$ cat src/rtl/alt_vipcti131_common_timing_decoder_pkg.sv
// Shared timing widths and the bound-set record
// used by the common timing decoder.
package alt_vipcti131_common_timing_decoder_pkg;

  localparam int H_W = 14;
  localparam int V_W = 13;

  typedef struct packed {
    logic [H_W-1:0] h_sync_start;
    logic [H_W-1:0] h_sync_end;
    logic [H_W-1:0] h_active_start;
    logic [H_W-1:0] h_active_end;
    logic [V_W-1:0] v_sync_start;
    logic [V_W-1:0] v_sync_end;
    logic [V_W-1:0] v_active_start;
    logic [V_W-1:0] v_active_end;
    logic           h_sync_inv;
    logic           v_sync_inv;
  } bounds_t;

endpackage

$ cat src/rtl/alt_vipcti131_common_window_compare.sv
// Half-open window test with wrap-around;
// an empty window (start == end) never matches.
module alt_vipcti131_common_window_compare #(
  parameter int W = 14
) (
  input  logic [W-1:0] i_count,
  input  logic [W-1:0] i_start,
  input  logic [W-1:0] i_end,
  output logic         o_in_window
);

  logic w_ge_start;
  logic w_lt_end;

  assign w_ge_start = (i_count >= i_start);
  assign w_lt_end   = (i_count < i_end);

  // Plain range, wrapped range, or empty.
  always_comb begin
    o_in_window = 1'b0;
    if (i_start < i_end)
      o_in_window = w_ge_start & w_lt_end;
    else if (i_start > i_end)
      o_in_window = w_ge_start | w_lt_end;
  end

endmodule

$ cat src/rtl/alt_vipcti131_common_timing_decoder.sv
// Turns frame-counter positions into registered
// sync/blank/de, with frame-aligned mode updates.
module alt_vipcti131_common_timing_decoder
  import alt_vipcti131_common_timing_decoder_pkg::*;
#(
  parameter int LOG2_NUMBER_OF_COLOUR_PLANES = 1,
  parameter int REGISTER_MODE_ON_FRAME       = 1
) (
  input  logic           clk,
  input  logic           rst,
  input  logic           enable,
  input  logic           start_of_sample,
  input  logic           new_line,
  input  logic [H_W-1:0] h_count,
  input  logic [V_W-1:0] v_count,
  input  logic [H_W-1:0] h_sync_start,
  input  logic [H_W-1:0] h_sync_end,
  input  logic [H_W-1:0] h_active_start,
  input  logic [H_W-1:0] h_active_end,
  input  logic [V_W-1:0] v_sync_start,
  input  logic [V_W-1:0] v_sync_end,
  input  logic [V_W-1:0] v_active_start,
  input  logic [V_W-1:0] v_active_end,
  input  logic           h_sync_inv,
  input  logic           v_sync_inv,
  input  logic           mode_valid,
  output logic           h_sync,
  output logic           v_sync,
  output logic           h_blank,
  output logic           v_blank,
  output logic           de,
  output logic           start_of_frame,
  output logic           mode_applied,
  output logic           mode_pending
);

  localparam bit ON_FRAME = (REGISTER_MODE_ON_FRAME != 0);

  bounds_t r_active;
  bounds_t r_pending;
  bounds_t w_in;
  bounds_t w_eval;

  logic r_h_sync, r_v_sync, r_h_blank, r_v_blank, r_de;
  logic r_sof, r_mode_applied, r_mode_pending;
  logic w_boundary, w_apply;
  logic w_hs_win, w_vs_win, w_ha_win, w_va_win;
  logic w_unused;

  // new_line and the plane count carry no timing meaning here.
  assign w_unused = new_line ^ (LOG2_NUMBER_OF_COLOUR_PLANES > 0);

  assign w_in = '{
    h_sync_start:   h_sync_start,
    h_sync_end:     h_sync_end,
    h_active_start: h_active_start,
    h_active_end:   h_active_end,
    v_sync_start:   v_sync_start,
    v_sync_end:     v_sync_end,
    v_active_start: v_active_start,
    v_active_end:   v_active_end,
    h_sync_inv:     h_sync_inv,
    v_sync_inv:     v_sync_inv
  };

  assign w_boundary = enable & start_of_sample
                    & (h_count == '0) & (v_count == '0);

  // The boundary that applies a pending set also evaluates with it.
  assign w_apply = ON_FRAME & w_boundary & r_mode_pending;
  assign w_eval  = w_apply ? r_pending : r_active;

  alt_vipcti131_common_window_compare #(.W(H_W)) u_hs (
    .i_count(h_count), .i_start(w_eval.h_sync_start),
    .i_end(w_eval.h_sync_end), .o_in_window(w_hs_win));

  alt_vipcti131_common_window_compare #(.W(H_W)) u_ha (
    .i_count(h_count), .i_start(w_eval.h_active_start),
    .i_end(w_eval.h_active_end), .o_in_window(w_ha_win));

  alt_vipcti131_common_window_compare #(.W(V_W)) u_vs (
    .i_count(v_count), .i_start(w_eval.v_sync_start),
    .i_end(w_eval.v_sync_end), .o_in_window(w_vs_win));

  alt_vipcti131_common_window_compare #(.W(V_W)) u_va (
    .i_count(v_count), .i_start(w_eval.v_active_start),
    .i_end(w_eval.v_active_end), .o_in_window(w_va_win));

  // Bound-set bookkeeping: capture, apply, and status pulses.
  always_ff @(posedge clk) begin
    if (rst) begin
      r_active       <= '0;
      r_pending      <= '0;
      r_mode_pending <= 1'b0;
      r_mode_applied <= 1'b0;
      r_sof          <= 1'b0;
    end else begin
      r_sof          <= w_boundary;
      r_mode_applied <= 1'b0;
      if (ON_FRAME) begin
        if (w_apply) begin
          r_active       <= r_pending;
          r_mode_pending <= 1'b0;
          r_mode_applied <= 1'b1;
        end
        if (mode_valid) begin
          r_pending      <= w_in;
          r_mode_pending <= 1'b1;
        end
      end else if (mode_valid) begin
        r_active       <= w_in;
        r_mode_applied <= 1'b1;
      end
    end
  end

  // Timing outputs advance only on enabled cycles.
  always_ff @(posedge clk) begin
    if (rst) begin
      r_h_sync  <= 1'b0;
      r_v_sync  <= 1'b0;
      r_h_blank <= 1'b1;
      r_v_blank <= 1'b1;
      r_de      <= 1'b0;
    end else if (enable) begin
      r_h_sync  <= w_hs_win ^ w_eval.h_sync_inv;
      r_v_sync  <= w_vs_win ^ w_eval.v_sync_inv;
      r_h_blank <= ~w_ha_win;
      r_v_blank <= ~w_va_win;
      r_de      <= w_ha_win & w_va_win;
    end
  end

  assign h_sync         = r_h_sync;
  assign v_sync         = r_v_sync;
  assign h_blank        = r_h_blank;
  assign v_blank        = r_v_blank;
  assign de             = r_de;
  assign start_of_frame = r_sof;
  assign mode_applied   = r_mode_applied;
  assign mode_pending   = r_mode_pending;

endmodule
$ cat config.mk
export PLATFORM = sky130hd
export DESIGN_NAME = alt_vipcti131_common_timing_decoder
export DESIGN_NICKNAME = d
export VERILOG_FILES = /design/src/rtl/alt_vipcti131_common_timing_decoder_pkg.sv /design/src/rtl/alt_vipcti131_common_window_compare.sv /design/src/rtl/alt_vipcti131_common_timing_decoder.sv
export SDC_FILE = /design/constraint.sdc
export NUM_CORES = 1
export LEC_CHECK = 0
export BUFFER_PORTS_ARGS = -buffer_cell sky130_fd_sc_hd__buf_2
export CAP_MARGIN = 30
export CORE_AREA = 4 4 181 183
export DETAILED_ROUTE_END_ITERATION = 8
export DIE_AREA = 0 0 185 187
export RECOVER_POWER = 25
export SYNTH_ARGS = -nofsm -noshare
export SYNTH_HDL_FRONTEND = slang
export SYNTH_SLANG_ARGS = --single-unit
export TNS_END_PERCENT = 30
$ cat constraint.sdc
create_clock -name clk -period 4.3 [get_ports clk]
set_input_delay 0.215 -clock clk [delete_from_list [all_inputs] [get_ports clk]]
set_output_delay 0.215 -clock clk [all_outputs]
set_load 0.005 [all_outputs]
==> results.sh, run 1 <==
export IMPL_yosys_warnings=0
export IMPL_via_per_inst=5.03
export IMPL_routed_wl_mm=35.2
export IMPL_worst_slack_ns=0.524
export IMPL_fmax_ghz=0.265
export IMPL_dp_hpwl_mm=26.3
export IMPL_rows=65
export IMPL_initial_utilization=0.396
export IMPL_startpoint_type="flop"
export IMPL_p_int_uw=3840
export IMPL_wire_per_inst_microns=16.4
export IMPL_postSynth_asyncResetShare=0
export IMPL_max_slew_margin=-0.778
export IMPL_place_gp_congestion=0.895
export IMPL_critical_path_required_ns=4.73
export IMPL_violations="max-capacitance violations, max-slew violations"
export IMPL_cts_num_sinks=228
export IMPL_syn_inst=1361
export IMPL_p_sw_frac=0.244
export IMPL_area_growth_pct=32.7
export IMPL_cts_resized=0
export IMPL_path_clk_slew_ns=0.06
export IMPL_grt_first_pass_wirelength_mm=56.7
export IMPL_worstSkewPairLatency_ns=0.54
export IMPL_hp_class="in -> reg"
export IMPL_drt_first_pass_iters=5
export IMPL_die_height_microns=187
export IMPL_io_buffers=149
export IMPL_drive_gt1_frac=0.196
export IMPL_h_tree_depth=1
export IMPL_syn_avg_cell_area_sq_um=9.08
export IMPL_layout_nets=1990
export IMPL_combPwrFrac=0.103
export IMPL_dieArea_sq_um=34600
export IMPL_status="complete, but fails checks"
export IMPL_p_leak_uw=0.00827
export IMPL_synth_edf_count=0
export IMPL_synth_fp_nets=1628
export IMPL_grt_max_degree=111
export IMPL_io_pins=151
export IMPL_report_final_setup_viol=0
export IMPL_ir_drop_mv=0.265
export IMPL_path_max_fanout=22
export IMPL_min_period_ns=3.78
export IMPL_cellPowerDensity_nw_per_um2=310
export IMPL_finalMaxSlewViolations=163
export IMPL_antenna_found_initial=1
export IMPL_first_iter_violations=437
export IMPL_finalHoldViolations=0
export IMPL_final_util=0.525
export IMPL_fin_skew_ns=0.0112
export IMPL_core_sq_um=31200
export IMPL_finalPower_uw=5090
export IMPL_synth_cell_types=67
export IMPL_p_clk_frac=0.458
export IMPL_post_place_ws_ns=0.0240
export IMPL_tns_ns=0
export IMPL_rsz0062_at_grt="no"
export IMPL_synth_ff_type="dfxtp_1"
export IMPL_cts_tree="built"
export IMPL_track_usage=0.200
export IMPL_ys_seq_area_frac=0.370
export IMPL_drc=0
export IMPL_ant_nets=0
export IMPL_p_seq_frac=0.439
export IMPL_vias=10796
export IMPL_worst_pin_slew_ns=2.67
export IMPL_worst_setup_path_end_kind="flop"
export IMPL_grt_ovfl_total=0
export IMPL_cts_setup_buffers=0
export IMPL_maxCapViolations=3
export IMPL_grt_pass1_vias=10781
export IMPL_cp_arrival_ns=4.21
export IMPL_clock_path_buffers=3
export IMPL_period_share=0.878
export IMPL_clockRootBuffer="clkbuf_16"
export IMPL_synth_seq_cells=228
export IMPL_die_w_microns=185
export IMPL_cts_buffers=27
export IMPL_p_switching_uw=1240
export IMPL_path_class="reg -> reg"
export IMPL_synth_area_sq_um=12400
==> cells by family (layout without fill, tap and decap cells) <==
logic type / after synthesis / count (layout) / synth area share
flops: 228 / 228 / 0.370
other cells: 0 / 1 / 0
xor+xnor: 29 / 29 / 0.0206
mux: 207 / 207 / 0.168
fa+ha+maj: 141 / 141 / 0.139
simple gates: 413 / 413 / 0.152
compound gates: 210 / 210 / 0.108
buf+inv: 133 / 516 / 0.0423
==> cells in the mapped netlist, drive strengths merged (3+ instances only) <==
cell type  number  area (sq um)
mux2            4          45.0
inv            68           255
mux2i         203          2030
xor2           15           131
nand3          23           128
or3             3          18.8
buf            30           136
o21ai          47           235
maj3           17           171
a211oi         11          87.6
nor2b          14          87.6
a2111oi         7          61.3
xnor2          14           123
clkbuf         35           131
nand4          20           125
nand2          45           169
o211ai          5          37.5
or4             3          26.3
a31oi           7          43.8
and4            6          52.6
dfxtp         228          4560
and3            4          25.0
nor2          251           942
o21a            9          67.6
ha            124          1550
nor3           13          65.1
nand2b         12          75.1
o2111ai         4          35.0
nor4           11           103
a21oi          69           345
a21o           24           180
==> routing by layer <==
metal / vias to the layer above / share of wire / global-route usage
met5: - / 0 / 0
met4: 0 / 0.019 / 0.0423
met3: 41 / 0.053 / 0.0311
met2: 230 / 0.45 / 0.323
met1: 5004 / 0.48 / 0.283
li1: 5521 / - / -
==> repair_timing <==
action	in CTS	in global routing
endpoints found under the hold margin	110	0
setup endpoints to repair	0	0
hold buffers	110	0
==> worst max-delay path, cell delays in order (launching register included) <==
cell	delay, ns
dfxtp_1	0.64
nand3_4	0.17
buf_4	0.23
buf_4	0.25
mux2i_1	0.34
ha_1	0.23
o21a_1	0.11
o2111ai_1	0.10
o21a_1	0.20
o41ai_1	0.45
buf_4	0.19
nor4_1	0.04
o21ai_0	0.25
o211ai_1	0.21
o211a_1	0.23
==> area by class of cell <==
cell class / count / area, sq um
Inverter: 68 / 255
Clock buffer: 34 / 732
Sequential cell: 228 / 4560
Antenna cell: 1 / 2.50
Timing Repair Buffer: 398 / 2890
Multi-Input combinational cell: 1000 / 7270
Clock inverter: 16 / 175
Fill cell: 3002 / 14800
Tap cell: 402 / 503
==> final timing paths <==
check	start	to	slack, ns	cells after the start
max	mode_pending	de	0.52	14
min	enable	v_sync	0.11	3
max reg2reg	mode_pending	de	0.52	14
min reg2reg	h_blank	h_blank	0.46	2
==> stage by stage <==
stage / hold slack (ns) / instances / instance area (sq um)
finish: 0.110 / 2147 / 16400
global route: 0.127 / 2147 / 16400
CTS: 0.0518 / 2146 / 16400
detailed placement: 0.446 / 1986 / 14400
global placement: 0.439 / 1985 / 14400
floorplan: 0.322 / 1361 / 12400
==> layout by cell type (no fill, tap or decap), types with 20 or more instances in the layout <==
cell type,instances
nor2_1,251
dfxtp_1,228
mux2i_1,202
buf_2,141
buf_4,135
ha_1,124
dlygate4sd3_1,110
a21oi_1,69
inv_1,68
o21ai_0,47
nand2_1,45
clkbuf_16,27
a21o_1,24
nand3_1,22
nand4_1,20
==> flip-flops by register name, indices dropped and copies added, names as in the netlist <==
name	cells
mode_pending	1
de	1
v_sync	1
h_sync	1
start_of_frame	1
h_blank	1
r_pending	110
r_active	110
mode_applied	1
v_blank	1
==> power by group through the flow <==
stage / registers, uW / clock network, uW / logic, uW
2_1_floorplan: 2250 / 0 / 261
3_3_place_gp: 2280 / 0 / 432
3_5_place_dp: 2280 / 0 / 443
4_1_cts: 2230 / 2390 / 524
5_1_grt: 2240 / 2480 / 587
6_report: 2240 / 2330 / 523
Power figures use the tool's default switching activity.
==> inputs of run 2 (changes only) <==
BUFFER_PORTS_ARGS = not set   (was -buffer_cell sky130_fd_sc_hd__buf_2)
DONT_BUFFER_PORTS = 1   (was not set)
==> run 2 against run 1 <==
  * The flow still finishes with violations (max-capacitance violations, max-slew violations)
  * Sequential power is essentially flat
  * Combinational power shrank 13%
  * Routed wire length up 0.68%
  * Core utilization is 2.0 points lower
  * Critical endpoint is now h_sync
  * Largest power group unchanged
  * Highest routed layer is now met5
==> results.sh, run 2 (synthesis gave the netlist of run 1 again) <==
export IMPL_core_sq_um=31200
export IMPL_path_class="reg -> reg"
export IMPL_vias=10448
export IMPL_layout_top_registers="r_active x110, r_pending x110"
export IMPL_place_gp_congestion=0.872
export IMPL_ir_drop_mv=0.250
export IMPL_routed_wl_mm=35.4
export IMPL_cp_num_cells=14
export IMPL_placed_cells=1759
export IMPL_io_buffers=0
export IMPL_rows=65
export IMPL_grt_first_pass_wirelength_mm=57.0
export IMPL_rsz0062_at_grt="no"
export IMPL_finalMaxSlewViolations=228
export IMPL_worstSkewPairLatency_ns=0.54
export IMPL_grt_pass1_vias=10659
export IMPL_via_per_inst=5.27
export IMPL_ant_nets=0
export IMPL_first_iter_violations=542
export IMPL_initial_utilization=0.396
export IMPL_worst_pin_slew_ns=2.75
export IMPL_crit_chain="and3b_1 -> and4_1 -> nand2_1 -> mux2i_1 -> ha_1 -> nor2_1 -> o21ai_0 -> maj3_1 -> mux2_2 -> a21oi_1 -> o21ai_0 -> or4b_2 -> o32a_1 -> nand3_1"
export IMPL_area_growth_pct=27.7
export IMPL_finalNonFillerCells=1983
export IMPL_layout_nets=1827
export IMPL_drt_first_pass_iters=5
export IMPL_p_leak_uw=0.00761
export IMPL_cellPowerDensity_nw_per_um2=320
export IMPL_layout_commonest_cell="nor2_1"
export IMPL_cts_tree="built"
export IMPL_max_slew_margin=-0.832
export IMPL_cp_top_family="simple AND/OR/NAND/NOR gates"
export IMPL_worstPathBufferInverterCount=0
export IMPL_fin_skew_ns=0.0183
export IMPL_rr_worst_depth=14
export IMPL_cts_num_sinks=228
export IMPL_wire_per_inst_microns=17.8
export IMPL_clock_path_buffers=3
export IMPL_h_tree_depth=1
export IMPL_finalHoldViolations=0
export IMPL_maxCapViolations=1
export IMPL_startpoint_type="flop"
export IMPL_path_max_fanout=7
export IMPL_dieArea_sq_um=34600
export IMPL_clockRootBuffer="clkbuf_16"
export IMPL_cp_arrival_ns=4.24
export IMPL_hp_class="in -> reg"
export IMPL_worst_setup_path_end_kind="flop"
export IMPL_min_path_cells=4
export IMPL_path_clk_slew_ns=0.06
export IMPL_period_share=0.877
export IMPL_fmax_ghz=0.265
export IMPL_cpMostUsedCell="o21ai_0"
export IMPL_violations="max-capacitance violations, max-slew violations"
export IMPL_antenna_found_initial=2
export IMPL_status="complete, but fails checks"
export IMPL_drc=0
export IMPL_min_period_ns=3.77
export IMPL_tns_ns=0
export IMPL_hold_slack_ns=0.0378
export IMPL_finalPower_uw=5050
export IMPL_grt_ovfl_total=0
export IMPL_track_usage=0.201
export IMPL_drive_gt1_frac=0.0785
export IMPL_io_pins=151
export IMPL_critPathSlowestCell="or4b_2"
export IMPL_final_cell_mix="nor2_1, dfxtp_1, mux2i_1, dlygate4sd3_1, ha_1"
export IMPL_grt_max_degree=228
export IMPL_report_final_setup_viol=0
export IMPL_critical_path_required_ns=4.77
export IMPL_die_height_microns=187
export IMPL_crit_path_max_incr_delay_ns=0.71
export IMPL_dp_hpwl_mm=24.2
export IMPL_die_w_microns=185
export IMPL_cts_buffers=26
export IMPL_cts_setup_buffers=0
## run 2: changes by cell type in the layout (fill, tap and decap cells not counted), moves of 2 or more
cell and change:
dlygate4sd3_1 +63, clkbuf_8 +9, clkinv_2 -2, clkinvlp_4 -5
buf_4 -76, clkbuf_1 -10, buf_2 -141
## run 2: power by group
part	internal, uW	switching (uW)	total [uW]	leakage [uW]
Clock	1470	900	2370	0.000466
Combinational	269	184	453	0.00529
Sequential	2180	59.3	2240	0.00186
Total	3910	1140	5050	0.00761
## run 2: tightest hold or removal path, stage by stage
cell	delay, ns
nor4_2	0.04
nand2_1	0.05
or3_1	0.13
a21oi_1	0.07
## run 2: final cells by class
type,count,area [sq um]
sequential,228,4560
antenna,1,2.50
multi-input combinational,1000,7270
fill,2996,15500
clock inverter,6,80.1
inverter,68,255
clock buffer,42,852
timing repair buffer,236,2250
tap,402,503
## run 2: metrics by stage
stage / util / area [sq um] / setup WS [ns]
6_report: 0.505 / 15800 / 0.530
5_1_grt: 0.505 / 15800 / 0.175
4_1_cts: 0.506 / 15800 / 0.576
3_5_place_dp: 0.419 / 13100 / 0.181
3_3_place_gp: 0.419 / 13100 / 0.272
2_1_floorplan: - / 12400 / 0.00744
## run 2: final timing paths
path | start | endpoint | slack, ns
max | mode_pending | h_sync | 0.53
min | v_count[5] | r_active[82] | 0.04
max reg2reg | mode_pending | h_sync | 0.53
min reg2reg | r_pending[41] | r_pending[41] | 0.49
## run 2: what timing repair did
action,in CTS,in global routing
hold buffers,175,0
resized for setup,0,0
endpoints found under the hold margin,228,0
## run 2: routing by layer
metal / track usage / vias up / wire, microns
met5: 0 / - / 13
met4: 0.0469 / 2 / 742
met3: 0.0370 / 58 / 1930
met2: 0.326 / 231 / 16000
met1: 0.278 / 4951 / 16700
li1: - / 5206 / -
==> inputs of run 3 (changes only) <==
==> constraint.sdc (replaced) <==
create_clock -name clk -period 4.3 [get_ports clk]
set_input_delay 0.215 -clock clk [delete_from_list [all_inputs] [get_ports clk]]
set_output_delay 0.215 -clock clk [all_outputs]
set_load 0.05 [all_outputs]
==> run 3 against run 2 <==
  * The flow still finishes with violations (max-capacitance violations, max-slew violations)
  * Non-clock buffer count shrank 12
  * Highest routed layer unchanged
  * First-iteration DRC count down 3.9%
  * Clock skew shrank 0.0081 ns
  * Core utilization fell by 0.17 points
  * Design area decreased by 0.34%
==> results.sh, run 3 (synthesis gave the netlist of run 1 again) <==
export IMPL_status="complete, but fails checks"
export IMPL_violations="max-capacitance violations, max-slew violations"
export IMPL_tns_ns=0
export IMPL_drc=0
export IMPL_initial_utilization=0.396
export IMPL_hp_class="in -> reg"
export IMPL_grt_first_pass_wirelength_mm=55.6
export IMPL_first_iter_violations=521
export IMPL_cellPowerDensity_nw_per_um2=331
export IMPL_rows=65
export IMPL_place_gp_congestion=0.877
export IMPL_rrSetupSlack_ns=0.55
export IMPL_io_buffers=0
export IMPL_cts_tree="built"
export IMPL_layout_nets=1815
export IMPL_reg2reg_from="mode_pending"
export IMPL_finalHoldViolations=0
export IMPL_track_usage=0.198
export IMPL_finalMaxSlewViolations=228
export IMPL_min_path_cells=3
export IMPL_io_pins=151
export IMPL_fmax_ghz=0.267
export IMPL_cts_setup_buffers=0
export IMPL_antenna_found_initial=2
export IMPL_path_clk_slew_ns=0.06
export IMPL_path_max_fanout=39
export IMPL_cp_arrival_ns=3.96
export IMPL_die_w_microns=185
export IMPL_grt_pass1_vias=10359
export IMPL_rr_worst_depth=14
export IMPL_critical_path_required_ns=4.51
export IMPL_period_share=0.872
export IMPL_multi_input_area_sq_um=7270
export IMPL_ff_latch_area_sq_um=4560
export IMPL_path_class="reg -> reg"
export IMPL_die_height_microns=187
export IMPL_core_sq_um=31200
export IMPL_reg2reg_to="v_sync"
export IMPL_p_leak_uw=0.00761
export IMPL_report_final_setup_viol=0
export IMPL_drive_gt1_frac=0.0785
export IMPL_startpoint_type="flop"
export IMPL_grt_ovfl_total=0
export IMPL_vias=10445
export IMPL_dp_hpwl_mm=24.1
export IMPL_cts_num_sinks=228
export IMPL_wire_per_inst_microns=17.9
export IMPL_max_slew_margin=-1.83
export IMPL_grt_max_degree=228
export IMPL_rsz0062_at_grt="no"
export IMPL_min_from="enable"
export IMPL_cp_startpoint="mode_pending"
export IMPL_worstSkewPairLatency_ns=0.53
export IMPL_post_place_ws_ns=0.222
export IMPL_clock_path_buffers=3
export IMPL_min_period_ns=3.75
export IMPL_holdBufCountCts=164
export IMPL_clockRootBuffer="clkbuf_16"
export IMPL_ir_drop_mv=0.315
export IMPL_drt_first_pass_iters=7
export IMPL_maxCapViolations=1
export IMPL_h_tree_depth=1
export IMPL_worst_setup_path_end_kind="flop"
export IMPL_ant_nets=0
export IMPL_worst_pin_slew_ns=4.25
export IMPL_layout_top_registers="r_active x110, r_pending x110"
export IMPL_worst_slack_ns=0.552
export IMPL_worstHoldEndpoint="v_blank"
export IMPL_routed_wl_mm=35.2
export IMPL_final_cell_mix="nor2_1, dfxtp_1, mux2i_1, dlygate4sd3_1, ha_1"
export IMPL_dieArea_sq_um=34600
export IMPL_via_per_inst=5.30
export IMPL_cts_resized=0
export IMPL_layout_commonest_cell="nor2_1"
export IMPL_fillerInstances=2962
export IMPL_fin_skew_ns=0.0102
export IMPL_area_growth_pct=27.3
export IMPL_cts_buffers=26
-- run 3: cell count changes in the layout (fill, tap and decap cells not counted), sizes merged --
cell | previous run | this run
dlygate4sd3 | 173 | 162
clkbuf | 43 | 33
bufinv | 2 | 7
clkinv | 4 | 7
diode | 1 | 2
-- run 3: where the power goes --
part	switching (uW)	total (uW)	internal, uW
Clock	892	2520	1630
Sequential	65.1	2240	2180
Combinational	186	447	261
Total	1140	5210	4060
-- run 3: layout make-up --
cell class	instances	share of cell area
clock inverters	14	0.0156
repair buffers	224	0.136
clock buffers	33	0.0470
well taps	402	0.0320
inverters	68	0.0162
multi-input cells	1000	0.462
diodes	2	0.000318
flip-flops and latches	228	0.290
-- run 3: metal layers --
metal  vias to the layer above  track usage  wire [microns]
li1                       5172            -               -
met1                      4984        0.274           16500
met2                       233        0.321           16200
met3                        54       0.0348            1850
met4                         2       0.0443             619
met5                         -            0               7
-- run 3: worst max-delay path, stage by stage, from the launching register on --
cell and delay, ns:
dfxtp_1 0.53, nand3_4 0.18, buf_12 0.24, mux2i_1 0.28
inv_1 0.08, ha_1 0.30, a21oi_1 0.10, maj3_1 0.38
maj3_1 0.36, mux2i_1 0.14, a21oi_1 0.08, o21ai_0 0.20
mux2i_1 0.29, xnor2_1 0.14, a211oi_1 0.08
-- run 3: how the worst max path moves through the flow --
stage / end / slack (ns) / depth (start not counted)
after floorplan: h_sync / 0.007 / 21
after CTS: h_sync / 0.60 / 14
after global routing: v_sync / 0.20 / 14
after global placement: de / 0.28 / 18
after detailed placement: de / 0.22 / 15
final: v_sync / 0.55 / 14
-- run 3: per-stage QoR --
| step | hold slack (ns) | utilization | instances | total power, uW | cell area [sq um] |
|---|---|---|---|---|---|
| floorplan | 0.322 | - | 1361 | 2520 | 12400 |
| detailed placement | 0.306 | 0.419 | 1758 | 2530 | 13100 |
| CTS | 0.00131 | 0.504 | 1969 | 5260 | 15700 |
| global route | 0.0139 | 0.503 | 1970 | 5410 | 15700 |
| global placement | 0.303 | 0.419 | 1758 | 2520 | 13100 |
| finish | 0.0227 | 0.503 | 1971 | 5210 | 15700 |
